$ cat src/rtl/writer_13.sv
// writer_13: serial bit-stream writer, parallel word in over valid/ready, MSB-first out on w.
// Optional even-parity trailer bit when WRITER_PARITY_EN is defined.
`default_nettype none

module writer_13 #(
   parameter int   WIDTH    = 8,
   parameter int   GAP      = 1,
   parameter logic IDLE_BIT = 1'b0
) (
   input  logic             clk,
   input  logic             resetn,
   input  logic [WIDTH-1:0] data_in,
   input  logic             load_valid,
   output logic             load_ready,
   output logic             w,
   output logic             busy,
   output logic             done
);

   localparam int                 c_cnt_w    = $clog2(WIDTH + 1);
   localparam logic [c_cnt_w-1:0] c_cnt_load = c_cnt_w'(WIDTH - 1);
   localparam logic [3:0]         c_gap_load = (GAP > 0) ? 4'(GAP - 1) : 4'd0;
   localparam bit                 c_has_gap  = (GAP > 0);

   typedef enum logic [1:0] {
      S_IDLE   = 2'd0,
      S_SHIFT  = 2'd1,
`ifdef WRITER_PARITY_EN
      S_PARITY = 2'd3,
`endif
      S_GAP    = 2'd2
   } t_state;

   t_state             r_state, w_state_nxt;
   logic [WIDTH-1:0]   r_sh, w_sh_nxt;
   logic [c_cnt_w-1:0] r_cnt, w_cnt_nxt;
   logic [3:0]         r_gap, w_gap_nxt;
   logic               r_w, w_w_nxt;
   logic               r_busy, w_busy_nxt;
   logic               r_done, w_done_nxt;
   logic               r_ready, w_ready_nxt;
`ifdef WRITER_PARITY_EN
   logic               r_par, w_par_nxt;
`endif

   always_ff @(posedge clk or negedge resetn) begin
      if (!resetn) begin
         r_state <= S_IDLE;
         r_sh    <= '0;
         r_cnt   <= '0;
         r_gap   <= '0;
         r_w     <= IDLE_BIT;
         r_busy  <= 1'b0;
         r_done  <= 1'b0;
         r_ready <= 1'b0;
`ifdef WRITER_PARITY_EN
         r_par   <= 1'b0;
`endif
      end else begin
         r_state <= w_state_nxt;
         r_sh    <= w_sh_nxt;
         r_cnt   <= w_cnt_nxt;
         r_gap   <= w_gap_nxt;
         r_w     <= w_w_nxt;
         r_busy  <= w_busy_nxt;
         r_done  <= w_done_nxt;
         r_ready <= w_ready_nxt;
`ifdef WRITER_PARITY_EN
         r_par   <= w_par_nxt;
`endif
      end
   end

   // Every output is computed one cycle ahead so the ports come straight from flops.
   always_comb begin
      w_state_nxt = r_state;
      w_sh_nxt    = r_sh;
      w_cnt_nxt   = r_cnt;
      w_gap_nxt   = r_gap;
      w_w_nxt     = IDLE_BIT;
      w_busy_nxt  = 1'b0;
      w_done_nxt  = 1'b0;
      w_ready_nxt = 1'b0;
`ifdef WRITER_PARITY_EN
      w_par_nxt   = r_par;
`endif
      case (r_state)
         S_IDLE: begin
            w_ready_nxt = 1'b1;
            if (load_valid && r_ready) begin
               w_state_nxt = S_SHIFT;
               w_sh_nxt    = data_in << 1;
               w_cnt_nxt   = c_cnt_load;
               w_w_nxt     = data_in[WIDTH-1];
               w_busy_nxt  = 1'b1;
               w_ready_nxt = 1'b0;
`ifdef WRITER_PARITY_EN
               w_par_nxt   = ^data_in;
`endif
            end
         end
         S_SHIFT: begin
            if (r_cnt == '0) begin
`ifdef WRITER_PARITY_EN
               w_state_nxt = S_PARITY;
               w_w_nxt     = r_par;
               w_busy_nxt  = 1'b1;
`else
               w_done_nxt = 1'b1;
               if (c_has_gap) begin
                  w_state_nxt = S_GAP;
                  w_gap_nxt   = c_gap_load;
               end else begin
                  w_state_nxt = S_IDLE;
                  w_ready_nxt = 1'b1;
               end
`endif
            end else begin
               w_cnt_nxt  = r_cnt - c_cnt_w'(1);
               w_w_nxt    = r_sh[WIDTH-1];
               w_sh_nxt   = r_sh << 1;
               w_busy_nxt = 1'b1;
            end
         end
`ifdef WRITER_PARITY_EN
         S_PARITY: begin
            w_done_nxt = 1'b1;
            if (c_has_gap) begin
               w_state_nxt = S_GAP;
               w_gap_nxt   = c_gap_load;
            end else begin
               w_state_nxt = S_IDLE;
               w_ready_nxt = 1'b1;
            end
         end
`endif
         S_GAP: begin
            // The done cycle is the first of the GAP idle cycles.
            if (r_gap == 4'd0) begin
               w_state_nxt = S_IDLE;
               w_ready_nxt = 1'b1;
            end else begin
               w_gap_nxt = r_gap - 4'd1;
            end
         end
         default: w_state_nxt = S_IDLE;
      endcase
   end

   assign load_ready = r_ready;
   assign w          = r_w;
   assign busy       = r_busy;
   assign done       = r_done;

endmodule

`default_nettype wire

$ cat config.mk
export PLATFORM = sky130hd
export DESIGN_NAME = writer_13
export DESIGN_NICKNAME = d
export VERILOG_FILES = /design/src/rtl/writer_13.sv
export SDC_FILE = /design/constraint.sdc
export NUM_CORES = 1
export LEC_CHECK = 0
export CAP_MARGIN = 20
export CORE_UTILIZATION = 55
export DETAILED_ROUTE_END_ITERATION = 7
export PLACE_DENSITY = 0.85
export SETUP_SLACK_MARGIN = 0.2
export SLEW_MARGIN = 10
export SYNTH_ARGS = -nofsm -noshare
export SYNTH_HDL_FRONTEND = slang
export SYNTH_SLANG_ARGS = --single-unit
$ cat constraint.sdc
create_clock -name clk -period 5.55 [get_ports clk]
set_input_delay 1.665 -clock clk [delete_from_list [all_inputs] [get_ports clk]]
set_output_delay 1.665 -clock clk [all_outputs]
set_load 0.005 [all_outputs]
# == Yosys cells after proc, flatten, opt, wreduce, memory -nomap -nowiden ==
# Cells that the tools add are included.
# Widths: inputs -> output; s select.
# totals
regBits,22
inputBits,11
wordCells,50
# classes
add_sub_neg,2
eq_ne,7
muxes,24
n_reduce_logical,9
# ops
op,count
$mux 4,4
$mux 8,2
$pmux 4 s2,2
$pmux 8 s2,1
$ne 2x2->1 const B,5
$reduce_and 3->1,3
$logic_not 4->1,2
$mux 1,8
$sub 4x1->4 const B,2
$mux 2,3
$pmux 1 s2,3
$pmux 2 s3,1
$reduce_bool 2->1,2
$eq 2x1->1 const B,1
$eq 2x2->1 const B,1
$logic_not 2->1,1
$logic_and 1x1->1,1

# == Logic depth before layout (Yosys ltp) ==
# Gate-level depths: netlist (run 1).
# logic_depth
word_depth,3
depth_mapped,7
ltp_nobuf,5

# == Least setup slack after synthesis (run 1) ==
# OpenSTA, ideal clock, no wires.
# synth_timing
path_kind,input -> register
startpoint,input port load_valid
endpoint,register r_sh[2]
setup_time_ns,0.125
arrival_ns,2.559
setup_slack_ns,2.866
path_stages,5
n_path_buf,2
cell_sequence,nor4bb_1 -> buf_2 -> a21o_1 -> buf_6 -> mux2_4
# synth_between
elab_chain_cells,3
# synth_lines
item,line_no,rtl
start: declaration,13,"input logic load_valid,"
$logic_and 1x1->1,90,if (load_valid && r_ready) begin
$ne 2x2->1 (no source line),n/a,
$reduce_and 3->1 (no source line),n/a,
end signal: assignment,61,r_sh <= w_sh_nxt;
end: declaration,35,"logic [WIDTH-1:0] r_sh, w_sh_nxt;"
# Every way passes these cells.
# A chain may end at the register's enable or synchronous reset.

# == Worst setup path after layout (run 1) ==
# layout_timing
startpoint,input port load_valid
endpoint,register r_sh[4]
# Same word-level chain as after synthesis.

==> flow_summary.json, run 1 <==
{
  "timing.fmax_mhz": 321,
  "r2r_slack_ps": 3360,
  "ys_ff_latch": 21,
  "place_hpwl_mm": 1.17,
  "via_count": 679,
  "instances_no_fill": 126,
  "area_growth_syn_to_layout_pct": 16.2,
  "clkSinkCount": 21,
  "min_path_type": "reg2reg",
  "arrival_ps": 3300,
  "setup_tns_ps": 0,
  "postRouteAntennaNets": 0,
  "fill_cells": 140,
  "hold_buffers": 0,
  "layout_min_cycle_time_ps": 3110,
  "fin_crit_sh_pct": 56.1,
  "cp-start-kind": "input port",
  "finalWirelength_mm": 1.64,
  "finClkSkew_ps": 2.36,
  "synth_edf_count": 0,
  "ys.flop_type": "dfrtp_1",
  "die_height_um": 45.4,
  "gp_congestion": 0.766,
  "clk_pin_slew_worst_paths_ps": 110,
  "grt_usage_pct": 18.6,
  "rows": 15,
  "status": "complete, no violations",
  "grt_pass1_vias": 632,
  "antenna_cells": 0,
  "regArea_um2": 526,
  "placed_cell_area_um2": 1170,
  "critPathRequiredTime_ps": 5740,
  "wire_per_inst_um": 13.0,
  "ys_seq_area_share_pct": 50.8,
  "netlist_area_um2": 1030,
  "yosysWarnings": 0,
  "synth.top_cell.area_share_pct": 50.8,
  "slowest_stage": "clkdlybuf4s50_1",
  "antenna_found_initial": 0,
  "worstSetupPathType": "in2reg",
  "multi_input_area_um2": 448,
  "r2r-end": "r_sh[4]$_DFFE_PN0P_",
  "tritoncts": "done",
  "hold_depth": 1,
  "design.die.area_um2": 2060,
  "cp_cell_sequence": "clkdlybuf4s50_1, nor4bb_1, buf_4, a21o_1, mux2_4",
  "hold_viol_final": 0,
  "async_reset_ff_share_pct": 100,
  "htree_levels": 1,
  "min_from": "r_sh[2]$_DFFE_PN0P_",
  "drive_gt1_share_pct": 19.8,
  "drt_pre_antenna_iters": 4,
  "clk_latency_ps": 290,
  "rsz0062_at_grt": "false",
  "drv_slew": 0,
  "drc": 0,
  "overflow": 0,
  "core_um2": 1750,
  "maxCapViolCount": 0,
  "synth_top_cell_by_area": "dfrtp_1",
  "endpoint_kind": "flop",
  "peakVddDrop_mv": 0.352,
  "hold-path-endpoint": "r_sh[2]$_DFFE_PN0P_",
  "cts_resized": 0,
  "post-cts-setup-buffer-count": 0,
  "drt-initial-drc-count": 8,
  "clock_path_buffers": 2,
  "syn_inst": 87,
  "syn_area_per_cell_um2": 11.9,
  "startpoint": "load_valid",
  "p_per_area_nw_per_um2": 462,
  "slowest_delay_ps": 480,
  "clockRootBuffer": "clkbuf_4",
  "final_nets": 115,
  "total_leakage_power_nw": 0.545,
  "port_buffers": 14,
  "synth_nets": 100,
  "setup_violations": 0,
  "final_cell_area_um2": 1200,
  "r2r_start": "r_state[0]$_DFFE_PN0P_",
  "crit_path_max_fanout": 9,
  "reg2reg_depth": 3,
  "cts_buffers": 3,
  "worst_slew_pin_slew_ps": 1020,
  "grt_pass1_wl_mm": 2.73,
  "via_per_inst": 5.39,
  "io_pins": 15,
  "fp.dieW_um": 45.4,
  "place_inst": 122,
  "start_util_pct": 59.2,
  "max_slew_margin_pct": 31.8,
  "yosys-top-cells-area": "dfrtp_1 (51%), mux2_4 (8.7%), mux2_2 (6.5%)",
  "synth_cell_types": 32,
  "grt_max_degree": 22
}
worst max path at each step:
stage                                     end  slack [ps]
final                     r_sh[4]$_DFFE_PN0P_        2440
after global routing      r_sh[4]$_DFFE_PN0P_        2380
after CTS                 r_sh[4]$_DFFE_PN0P_        2430
after detailed placement  r_sh[4]$_DFFE_PN0P_        2120
after global placement    r_sh[2]$_DFFE_PN0P_        2190
after floorplan           r_sh[2]$_DFFE_PN0P_        2870
cell usage in the layout, fill, tap and decap left out, drive strengths merged, types with 3 or more instances in the layout:
cell type,netlist,routed
clkbuf,0,4
nand3,4,4
inv,6,6
nor2,3,3
a21oi,3,3
dfrtp,21,21
mux2,12,12
clkdlybuf4s50,0,14
o21ai,4,4
synthesized netlist by cell type (all sizes together) (2+ instances only):
cell type and number:
inv 6, nor3 2, o21ai 4, a211oi 2, a21oi 3, mux2i 2, mux2 12, buf 5
nand2b 2, ha 2, dfrtp 21, nor2b 2, nand3 4, nor2 3, a31oi 2, or3b 2
a21o 2
layer usage:
layer	GRT usage (%)	part of all wire (%)
met3	3.60	2.0
met1	26.3	48
met4	1.82	0
met2	31.0	50
met5	0	0
state kept, by name (all words and copies together), names as in the netlist:
signal,cells
load_ready,1
w,1
r_state,2
r_cnt,4
r_gap,4
r_sh,7
done,1
busy,1
cell families (layout without fill, tap and decap cells):
family / Yosys count / count (layout) / share of synthesized area [%]
flip-flops: 21 / 21 / 50.8
AND/OR/NAND/NOR: 20 / 20 / 11.5
AO/OA/AOI/OAI: 19 / 19 / 12.2
multiplexers: 14 / 14 / 17.2
buffers and inverters: 11 / 25 / 5.81
adder cells (fa/ha/maj): 2 / 2 / 2.42
power breakdown:
group / switching (W) / internal [W]
registers: 0.0000350 / 0.000206
clock network: 0.0000426 / 0.0000279
logic: 0.0000955 / 0.000148
total: 0.000173 / 0.000382
worst max-delay path: cells and delay by family:
kind                   cells  cell delay, ps
AOI/OAI and AO/OA          1             370
buffers and inverters      2             700
muxes                      1             340
and+or+nand+nor            1             230
final cells by class:
class                      count  share of cell area (%)
multi-input combinational     55                    37.3
timing repair buffer          15                    12.3
sequential                    21                    43.8
clock buffer                   4                    2.19
tap                           25                    2.60
inverter                       6                    1.88
metrics by stage:
stage,setup slack [ps],util [%],power [W],hold slack [ps]
after global placement,2190,67.3,0.000478,488
after global routing,2380,68.8,0.000592,538
final,2440,68.8,0.000555,517
after detailed placement,2120,67.3,0.000487,491
after floorplan,2870,-,0.000439,454
after CTS,2430,68.8,0.000559,519
(Power assumes the default switching activity.)
==> run 2: changes to the inputs <==
--- a/config.mk
+++ b/config.mk
@@ -6,9 +6,9 @@
 export NUM_CORES = 1
 export LEC_CHECK = 0
 export CAP_MARGIN = 20
-export CORE_UTILIZATION = 55
+export CORE_UTILIZATION = 52
 export DETAILED_ROUTE_END_ITERATION = 7
-export PLACE_DENSITY = 0.85
+export PLACE_DENSITY = 0.81
 export SETUP_SLACK_MARGIN = 0.2
 export SLEW_MARGIN = 10
 export SYNTH_ARGS = -nofsm -noshare
==> constraint.sdc (replaced) <==
create_clock -name clk -period 3.1 [get_ports clk]
set_input_delay 0.93 -clock clk [delete_from_list [all_inputs] [get_ports clk]]
set_output_delay 0.93 -clock clk [all_outputs]
set_load 0.005 [all_outputs]
==> run 2 against run 1 <==
  * Hold slack better by 2.4 ps
  * Non-clock buffer count up 2
  * Total power increased by 83%
  * Critical endpoint is now r_sh[2]$_DFFE_PN0P_
  * Die area rose by 5.5%
  * Sequential share of layout area decreased by 0.54 points
  * Clock power increased by 90%
  * Combinational power is 85% higher
  * Core utilization down 1.3 points
==> flow_summary.json, run 2 (synthesis results as in run 1) <==
{
  "place_hpwl_mm": 1.29,
  "antenna_cells": 0,
  "drv_slew": 0,
  "maxCapViolCount": 0,
  "timing.fmax_mhz": 445,
  "cts_resized": 0,
  "fin_crit_sh_pct": 72.4,
  "internal_power_w": 0.000693,
  "cpLargestDelayFamily": "buffers and inverters",
  "setup_tns_ps": 0,
  "gp_congestion": 0.805,
  "clk_pin_slew_worst_paths_ps": 110,
  "grt_usage_pct": 19.9,
  "postRouteAntennaNets": 0,
  "layout_commonest_cell": "dfrtp_1",
  "htree_levels": 1,
  "post-cts-setup-buffer-count": 0,
  "layout_min_cycle_time_ps": 2250,
  "wl_met1_um": 833,
  "drive_gt1_share_pct": 21.4,
  "finalWirelength_mm": 1.75,
  "swShare_pct": 31.8,
  "max_slew_margin_pct": 71.1,
  "grt_pass1_wl_mm": 2.85,
  "via_per_inst": 5.47,
  "core_um2": 1800,
  "clk_latency_ps": 300,
  "slowest_stage": "clkdlybuf4s50_1",
  "min_path_type": "reg2reg",
  "final_nets": 117,
  "design.die.area_um2": 2170,
  "clkSinkCount": 21,
  "power_switching_w": 0.000323,
  "cts_buffers": 3,
  "tritoncts": "done",
  "io_pins": 15,
  "power_frac_comb_pct": 44.4,
  "instances_no_fill": 128,
  "largest_reg_flops": 7,
  "slowest_delay_ps": 470,
  "drt-initial-drc-count": 5,
  "dr_wl_met2_um": 829,
  "area_growth_syn_to_layout_pct": 17.7,
  "hold_buffers": 0,
  "placed_cell_area_um2": 1190,
  "peakVddDrop_mv": 0.751,
  "grt_max_degree": 22,
  "final_cell_mix": "dfrtp_1 (21), clkdlybuf4s50_1 (14), inv_1 (6), mux2_2 (6), mux2_4 (6)",
  "wire_per_inst_um": 13.7,
  "place_inst": 124,
  "status": "complete, no violations",
  "fp.dieW_um": 46.6,
  "worstSetupPathType": "in2reg",
  "arrival_ps": 2450,
  "worst_slew_pin_slew_ps": 432,
  "start_util_pct": 57.4,
  "top_layer": "met4",
  "cp_cell_sequence": "clkdlybuf4s50_1, nor4bb_1, a21o_1, mux2_4",
  "port_buffers": 14,
  "p_per_area_nw_per_um2": 836,
  "setup_violations": 0,
  "final_cell_area_um2": 1220,
  "via_count": 700,
  "endpoint_kind": "flop",
  "critPathRequiredTime_ps": 3300,
  "crit_path_max_fanout": 9,
  "drt_pre_antenna_iters": 4,
  "die_height_um": 46.6,
  "cp_num_buf_inv": 1,
  "drc": 0,
  "holdWs_ps": 519,
  "wl_met3_um": 56,
  "antenna_found_initial": 0,
  "regMostFlops": "r_sh",
  "clockRootBuffer": "clkbuf_4",
  "finClkSkew_ps": 0.922,
  "cp-start-kind": "input port",
  "p_seq_share_pct": 42.5,
  "grt_pass1_vias": 661,
  "rsz0062_at_grt": "false",
  "rows": 15,
  "hold_viol_final": 0,
  "clock_path_buffers": 2,
  "clock_power_share_pct": 13.1,
  "overflow": 0,
  "top_regs": "r_sh x7, r_cnt x4, r_gap x4",
  "total_leakage_power_nw": 0.555
}
## run 2: layout make-up
cell class,instances,area (µm²)
flip-flops and latches,21,526
clock buffers,4,26.3
inverters,6,22.5
repair buffers,17,163
multi-input cells,55,448
fillers,152,586
well taps,25,31.3
## run 2: final timing paths
check	slack, ps	startpoint	endpoint	depth (start not counted)
worst max-delay path	850	load_valid	r_sh[2]$_DFFE_PN0P_	4
worst min-delay path	520	r_sh[7]$_DFFE_PN0P_	w$_DFF_PN0_	1
worst max register to register	1090	r_cnt[0]$_DFFE_PN0P_	r_sh[2]$_DFFE_PN0P_	5
worst min register to register	520	r_sh[7]$_DFFE_PN0P_	w$_DFF_PN0_	1
max in group asynchronous	1940	resetn	r_sh[4]$_DFFE_PN0P_	2
min in group asynchronous	950	resetn	r_gap[0]$_DFFE_PN0P_	2
## run 2: power groups by stage
| stage | Combinational, W | Clock (W) | Sequential [W] |
|---|---|---|---|
| detailed placement | 0.000452 | 0 | 0.000437 |
| floorplan | 0.000365 | 0 | 0.000422 |
| global route | 0.000490 | 0.000143 | 0.000444 |
| global placement | 0.000431 | 0 | 0.000432 |
| finish | 0.000451 | 0.000134 | 0.000432 |
| CTS | 0.000455 | 0.000133 | 0.000432 |
## run 2: per-stage QoR
step / utilization (%) / worst slack, ps / power (W)
after floorplan: - / 1150 / 0.000786
after global placement: 66.0 / 552 / 0.000863
after detailed placement: 66.0 / 526 / 0.000889
after CTS: 67.5 / 854 / 0.00102
after global routing: 67.5 / 792 / 0.00108
final: 67.5 / 855 / 0.00102
## run 2: layer usage
metal  GRT usage, %  up-vias
li1               -      340
met1           25.4      342
met2           30.8       14
met3           5.88        4
met4           8.82        0
met5              0        -
